$ cat src/rtl/ps2_dir_decoder_if.sv
// PS/2 keyboard direction decoder: shared types and port bundle.
// Keyboard lines in, decoded direction and scan-code events out.
package ps2_dir_pkg;
   typedef enum logic [1:0] {
      UP    = 2'd0,
      DOWN  = 2'd1,
      LEFT  = 2'd2,
      RIGHT = 2'd3
   } dir_t;
endpackage

interface ps2_dir_if;
   import ps2_dir_pkg::*;
   logic       ps2_clk;
   logic       ps2_data;
   logic       dir_change;
   dir_t       dir;
   logic [7:0] scan_code;
   logic       scan_valid;
   logic       frame_error;

   modport master (
      input  ps2_clk, ps2_data,
      output dir_change, dir, scan_code,
      output scan_valid, frame_error
   );

   modport slave (
      output ps2_clk, ps2_data,
      input  dir_change, dir, scan_code,
      input  scan_valid, frame_error
   );
endinterface

$ cat src/rtl/ps2_dir_decoder.sv
// PS/2 receiver with clock glitch filter, frame checking and a
// scan-code decoder that turns arrow / WASD make codes into directions.
module ps2_dir_decoder
   import ps2_dir_pkg::*;
#(
   parameter int FILTER_LEN     = 8,
   parameter int TIMEOUT_CYCLES = 50000
) (
   input  logic     clock,
   input  logic     reset,
   ps2_dir_if.master io
);

   localparam int FCW = $clog2(FILTER_LEN + 1);
   localparam int TCW = $clog2(TIMEOUT_CYCLES + 1);
   localparam logic [FCW-1:0] F_LAST = FCW'(FILTER_LEN - 1);
   localparam logic [TCW-1:0] T_LAST = TCW'(TIMEOUT_CYCLES - 1);

   localparam logic [1:0] S_IDLE = 2'd0;
   localparam logic [1:0] S_DATA = 2'd1;
   localparam logic [1:0] S_PAR  = 2'd2;
   localparam logic [1:0] S_STOP = 2'd3;

   logic           clk_s1, clk_s2, dat_s1, dat_s2;
   logic           filt, fall;
   logic [FCW-1:0] fcnt;
   logic [1:0]     state;
   logic [2:0]     bit_cnt;
   logic [7:0]     shift;
   logic           par;
   logic [TCW-1:0] tmo;
   logic [7:0]     scan_q;
   logic           sv_q, fe_q, dc_q;
   logic           ext, brk;
   dir_t           dir_q, map_dir;
   logic           hit;

   always_ff @(posedge clock) begin
      if (reset) begin
         clk_s1 <= 1'b1;
         clk_s2 <= 1'b1;
         dat_s1 <= 1'b1;
         dat_s2 <= 1'b1;
         filt   <= 1'b1;
         fcnt   <= '0;
         fall   <= 1'b0;
      end else begin
         clk_s1 <= io.ps2_clk;
         clk_s2 <= clk_s1;
         dat_s1 <= io.ps2_data;
         dat_s2 <= dat_s1;
         fall   <= 1'b0;
         if (clk_s2 != filt) begin
            if (fcnt == F_LAST) begin
               filt <= clk_s2;
               fcnt <= '0;
               fall <= filt;
            end else begin
               fcnt <= fcnt + 1'b1;
            end
         end else begin
            fcnt <= '0;
         end
      end
   end

   always_ff @(posedge clock) begin
      if (reset) begin
         state   <= S_IDLE;
         bit_cnt <= '0;
         shift   <= '0;
         par     <= 1'b0;
         tmo     <= '0;
         scan_q  <= 8'h00;
         sv_q    <= 1'b0;
         fe_q    <= 1'b0;
      end else begin
         sv_q <= 1'b0;
         fe_q <= 1'b0;
         if (state == S_IDLE || fall) tmo <= '0;
         else                         tmo <= tmo + 1'b1;
         if (fall) begin
            unique case (state)
               S_IDLE: begin
                  bit_cnt <= '0;
                  if (dat_s2) fe_q  <= 1'b1;
                  else        state <= S_DATA;
               end
               S_DATA: begin
                  shift   <= {dat_s2, shift[7:1]};
                  bit_cnt <= bit_cnt + 1'b1;
                  if (bit_cnt == 3'd7) state <= S_PAR;
               end
               S_PAR: begin
                  par   <= dat_s2;
                  state <= S_STOP;
               end
               S_STOP: begin
                  // Odd parity: data plus parity bit must hold an odd count of ones
                  if (dat_s2 && ^{shift, par}) begin
                     scan_q <= shift;
                     sv_q   <= 1'b1;
                  end else begin
                     fe_q <= 1'b1;
                  end
                  state <= S_IDLE;
               end
               default: state <= S_IDLE;
            endcase
         end else if (state != S_IDLE && tmo == T_LAST) begin
            fe_q  <= 1'b1;
            state <= S_IDLE;
         end
      end
   end

   always_comb begin
      hit     = 1'b1;
      map_dir = dir_q;
      unique case (1'b1)
         (ext && scan_q == 8'h75), (!ext && scan_q == 8'h1D): map_dir = UP;
         (ext && scan_q == 8'h72), (!ext && scan_q == 8'h1B): map_dir = DOWN;
         (ext && scan_q == 8'h6B), (!ext && scan_q == 8'h1C): map_dir = LEFT;
         (ext && scan_q == 8'h74), (!ext && scan_q == 8'h23): map_dir = RIGHT;
         default: hit = 1'b0;
      endcase
   end

   always_ff @(posedge clock) begin
      if (reset) begin
         ext   <= 1'b0;
         brk   <= 1'b0;
         dir_q <= RIGHT;
         dc_q  <= 1'b0;
      end else begin
         dc_q <= 1'b0;
         if (fe_q) begin
            ext <= 1'b0;
            brk <= 1'b0;
         end else if (sv_q) begin
            if (scan_q == 8'hE0) begin
               ext <= 1'b1;
            end else if (scan_q == 8'hF0) begin
               brk <= 1'b1;
            end else begin
               ext <= 1'b0;
               brk <= 1'b0;
               if (!brk && hit) begin
                  dir_q <= map_dir;
                  dc_q  <= 1'b1;
               end
            end
         end
      end
   end

   assign io.dir_change  = dc_q;
   assign io.dir         = dir_q;
   assign io.scan_code   = scan_q;
   assign io.scan_valid  = sv_q;
   assign io.frame_error = fe_q;

endmodule
$ cat src/flat_wrapper.sv
// flat-port wrapper written by rule: the top's interface ports become plain ports
module ps2_dir_decoder_flat import ps2_dir_pkg::*;
#(
   parameter int FILTER_LEN     = 8,
   parameter int TIMEOUT_CYCLES = 50000
)
  (clock, reset, io_ps2_clk, io_ps2_data, io_dir_change, io_dir, io_scan_code, io_scan_valid, io_frame_error);
  ps2_dir_if io_i ();
  input  logic clock;
  input  logic reset;
  input wire logic [$bits(io_i.ps2_clk)-1:0] io_ps2_clk;
  input wire logic [$bits(io_i.ps2_data)-1:0] io_ps2_data;
  output wire logic [$bits(io_i.dir_change)-1:0] io_dir_change;
  output wire logic [$bits(io_i.dir)-1:0] io_dir;
  output wire logic [$bits(io_i.scan_code)-1:0] io_scan_code;
  output wire logic [$bits(io_i.scan_valid)-1:0] io_scan_valid;
  output wire logic [$bits(io_i.frame_error)-1:0] io_frame_error;
  assign io_i.ps2_clk = io_ps2_clk;
  assign io_i.ps2_data = io_ps2_data;
  assign io_dir_change = io_i.dir_change;
  assign io_dir = io_i.dir;
  assign io_scan_code = io_i.scan_code;
  assign io_scan_valid = io_i.scan_valid;
  assign io_frame_error = io_i.frame_error;
  ps2_dir_decoder #(.FILTER_LEN(FILTER_LEN), .TIMEOUT_CYCLES(TIMEOUT_CYCLES)) u_core (.clock(clock), .reset(reset), .io(io_i));
endmodule
$ cat config.mk
export PLATFORM = sky130hd
export DESIGN_NAME = ps2_dir_decoder_flat
export DESIGN_NICKNAME = d
export VERILOG_FILES = /design/src/rtl/ps2_dir_decoder_if.sv /design/src/rtl/ps2_dir_decoder.sv /design/src/flat_wrapper.sv
export SDC_FILE = /design/constraint.sdc
export NUM_CORES = 1
export LEC_CHECK = 0
export ABC_CLOCK_PERIOD_IN_PS = 4800
export BUFFER_PORTS_ARGS = -buffer_cell sky130_fd_sc_hd__buf_2
export CORE_ASPECT_RATIO = 0.8
export CORE_UTILIZATION = 40
export DETAILED_ROUTE_END_ITERATION = 10
export HOLD_SLACK_MARGIN = 0.06
export PLACE_DENSITY = 0.53
export SYNTH_ARGS = -nofsm -noshare
export SYNTH_HDL_FRONTEND = slang
export SYNTH_SLANG_ARGS = --single-unit
$ cat constraint.sdc
create_clock -name clock -period 4.8 [get_ports clock]
set_input_delay 0.96 -clock clock [delete_from_list [all_inputs] [get_ports clock]]
set_output_delay 0.96 -clock clock [all_outputs]
set_load 0.02 [all_outputs]
==> flow_summary.json <==
{
  "outcome": "finished clean",
  "grt_usage_pct": 15.0,
  "num_rows": 25,
  "stdcell_area_um2": 2740,
  "synth.area.top_cells": "dfxtp_1 (44%), nor2_1 (6.3%), nand2_1 (5.1%), ha_1 (4.5%), xnor2_1 (4.2%)",
  "fin_crit_sh_pct": 42.8,
  "antenna_found_initial": 0,
  "n_antenna_cell": 0,
  "die_y_um": 72.5,
  "power_leakage_nw": 1.05,
  "ant_nets": 0,
  "finalWirelength_um": 4510,
  "drv_cap": 0,
  "cts_hold_buf": 0,
  "clock_latency_ps": 300,
  "crit_path_start_kind": "flip-flop",
  "synth_area_leader_cell": "dfxtp_1",
  "critPathArrivalTime_ps": 1100,
  "via_per_inst": 4.93,
  "hold_path_class": "reg2reg",
  "crit_family": "flip-flops",
  "finalSetupViolCount": 0,
  "period_minus_slack_ps": 2060,
  "post_cts_buffers": 0,
  "initialDrtViolationCount": 119,
  "fin_nets": 307,
  "ys_async_sr_fraction_pct": 0,
  "worst_setup_path_end_kind": "output pin",
  "ys_top_cells_by_count": "dfxtp_1 (55), nor2_1 (42), nand2_1 (34), a21oi_1 (16), xnor2_1 (12)",
  "cts.path.max_buffers": 2,
  "portBuffers": 16,
  "criticalPathCategory": "reg2out",
  "ys_seq_area_share_pct": 44.3,
  "synth_top_family_by_area": "simple AND/OR/NAND/NOR gates",
  "slowest_delay_ps": 560,
  "path_cells": "buf_2",
  "fp.dieW_um": 90.2,
  "place_congestion": 0.756,
  "muxShareOfSynthArea_pct": 4.53,
  "dpl-instance-area_um2": 2630,
  "worst_slew_pin_slew_ps": 672,
  "yosys_warnings": 0,
  "grt_pass1_wl_um": 7870,
  "syn_inst": 282,
  "cp_slowest_cell": "dfxtp_1",
  "ys_seq_elements": 55,
  "hold_ws_ps": 416,
  "cts_resized": 0,
  "synth_top_area_share_pct": 44.3,
  "drcViolationCount": 0,
  "core-area_um2": 5940,
  "cts-buffers-inserted": 5,
  "synth_cell_type_count": 40,
  "vias": 1855,
  "syn_to_final_growth_pct": 10.3,
  "ioPinCount": 17,
  "dieArea_um2": 6540,
  "clk_pin_slew_worst_paths_ps": 90,
  "synth-adder-area-share_pct": 4.53,
  "power_density_nw_per_um2": 288,
  "post-dp-hpwl_um": 3140,
  "crit_path_max_fanout": 12,
  "firstDrtPassIters": 4,
  "setup_slack_ps": 2740,
  "max_slew_margin_pct": 55.2,
  "hold_viol": 0,
  "slew_violations": 0,
  "critPathBufInv": 1,
  "rsz0062_at_grt": "false",
  "post_drt_wl_per_cell_um": 12.0,
  "numClockSinks": 55,
  "drive_gt1_share_pct": 11.2,
  "overflow": 0,
  "cts_tree": "yes",
  "pre_cts_ws_ps": 2480,
  "ys.flop_type": "dfxtp_1",
  "yosys.area_share.simple_pct": 25.9,
  "setup_tns_ps": 0,
  "vdd_drop_max_mv": 0.171,
  "grt_pass1_vias": 1669,
  "max_freq_ghz": 0.486,
  "synth_fp_nets": 295,
  "finClkSkew_ps": 11.3,
  "syn_area_um2": 2490,
  "synth_compound_area_share_pct": 8.75,
  "cts.htree.levels": 2,
  "yosys.area_share.xor_xnor_pct": 9.26,
  "start_util_pct": 41.9,
  "root_buffer": "clkbuf_8",
  "syn_area_per_cell_um2": 8.82,
  "fillCellCount": 611,
  "grt_max_degree": 39,
  "worstPathRequired_ps": 3840,
  "synth_edf_count": 0,
  "yosysMostFrequentCell": "dfxtp_1"
}
==> placed cells by master, fill, tap and decap left out, types with 2 or more instances in the layout <==
cell type / count
buf_2: 16
nand3_1: 9
clkbuf_8: 6
nand4_1: 4
or2_2: 4
nor3b_1: 3
xor2_1: 9
nor3_1: 5
o21ai_0: 8
ha_1: 9
a21oi_1: 16
nand4b_1: 2
and3_1: 7
mux2i_1: 9
nor4b_1: 4
xnor2_1: 12
or3_1: 5
dfxtp_1: 55
nand2_1: 34
a22oi_1: 3
nand3b_1: 3
a211o_1: 2
nand2b_1: 2
nor2_1: 42
nor4_1: 3
inv_1: 7
==> logic make-up (layout without fill, tap and decap cells) <==
kind of cell | count (synthesis) | count (layout)
and+or+nand+nor | 131 | 131
DFF | 55 | 55
AOI/OAI and AO/OA | 36 | 36
xor gates and xnor gates | 23 | 23
buffers and inverters | 18 | 31
muxes | 10 | 10
adders and majority gates | 9 | 9
==> per-layer routing <==
metal / part of all wire, % / routed length [um] / GRT usage (%)
met1: 57 / 2560 / 21.7
met2: 39 / 1780 / 22.0
met3: 2.5 / 111 / 3.35
met4: 1.2 / 56 / 5.02
met5: 0 / 0 / 0
==> path summary, 6_finish.rpt <==
check                              start               end  slack, ps  cells past startpoint
setup / recovery  u_core.io.scan_code[1]   io_scan_code[1]       2740                      1
hold / removal             u_core.dat_s1     u_core.dat_s2        420                      1
setup reg to reg  u_core.io.scan_code[1]  u_core.io.dir[1]       2850                      5
hold reg to reg            u_core.dat_s1     u_core.dat_s2        420                      1
==> stage by stage <==
step / instances / total power, mW / util, %
2_1_floorplan: 282 / 0.482 / -
3_3_place_gp: 368 / 0.486 / 44.2
3_5_place_dp: 368 / 0.486 / 44.2
4_1_cts: 376 / 0.804 / 46.2
5_1_grt: 376 / 0.820 / 46.2
6_report: 376 / 0.789 / 46.2
==> flip-flops by register name, indices dropped and copies added, names as in the netlist <==
register               flops
u_core.io.frame_error      1
u_core.fcnt                4
u_core.par                 1
u_core.clk_s2              1
u_core.dat_s2              1
u_core.bit_cnt             3
u_core.io.scan_valid       1
u_core.state               2
u_core.ext                 1
u_core.clk_s1              1
u_core.io.dir              2
u_core.brk                 1
u_core.fall                1
u_core.tmo                16
u_core.filt                1
u_core.io.scan_code        8
u_core.io.dir_change       1
u_core.dat_s1              1
u_core.shift               8
==> where the power goes <==
group / total (mW) / internal, mW / switching, mW
clock: 0.314 / 0.169 / 0.145
combinational: 0.0141 / 0.00471 / 0.00936
sequential: 0.461 / 0.459 / 0.00215
==> area by class of cell <==
class / instances / area, um2 / share of cell area [%]
Sequential cell: 55 / 1100 / 40.1
Clock inverter: 2 / 35.0 / 1.28
Inverter: 7 / 26.3 / 0.958
Tap cell: 81 / 101 / 3.69
Timing Repair Buffer: 16 / 80.1 / 2.92
Multi-Input combinational cell: 209 / 1320 / 48.0
Clock buffer: 6 / 82.6 / 3.01
Note: power is estimated with default switching activity, not from simulation.
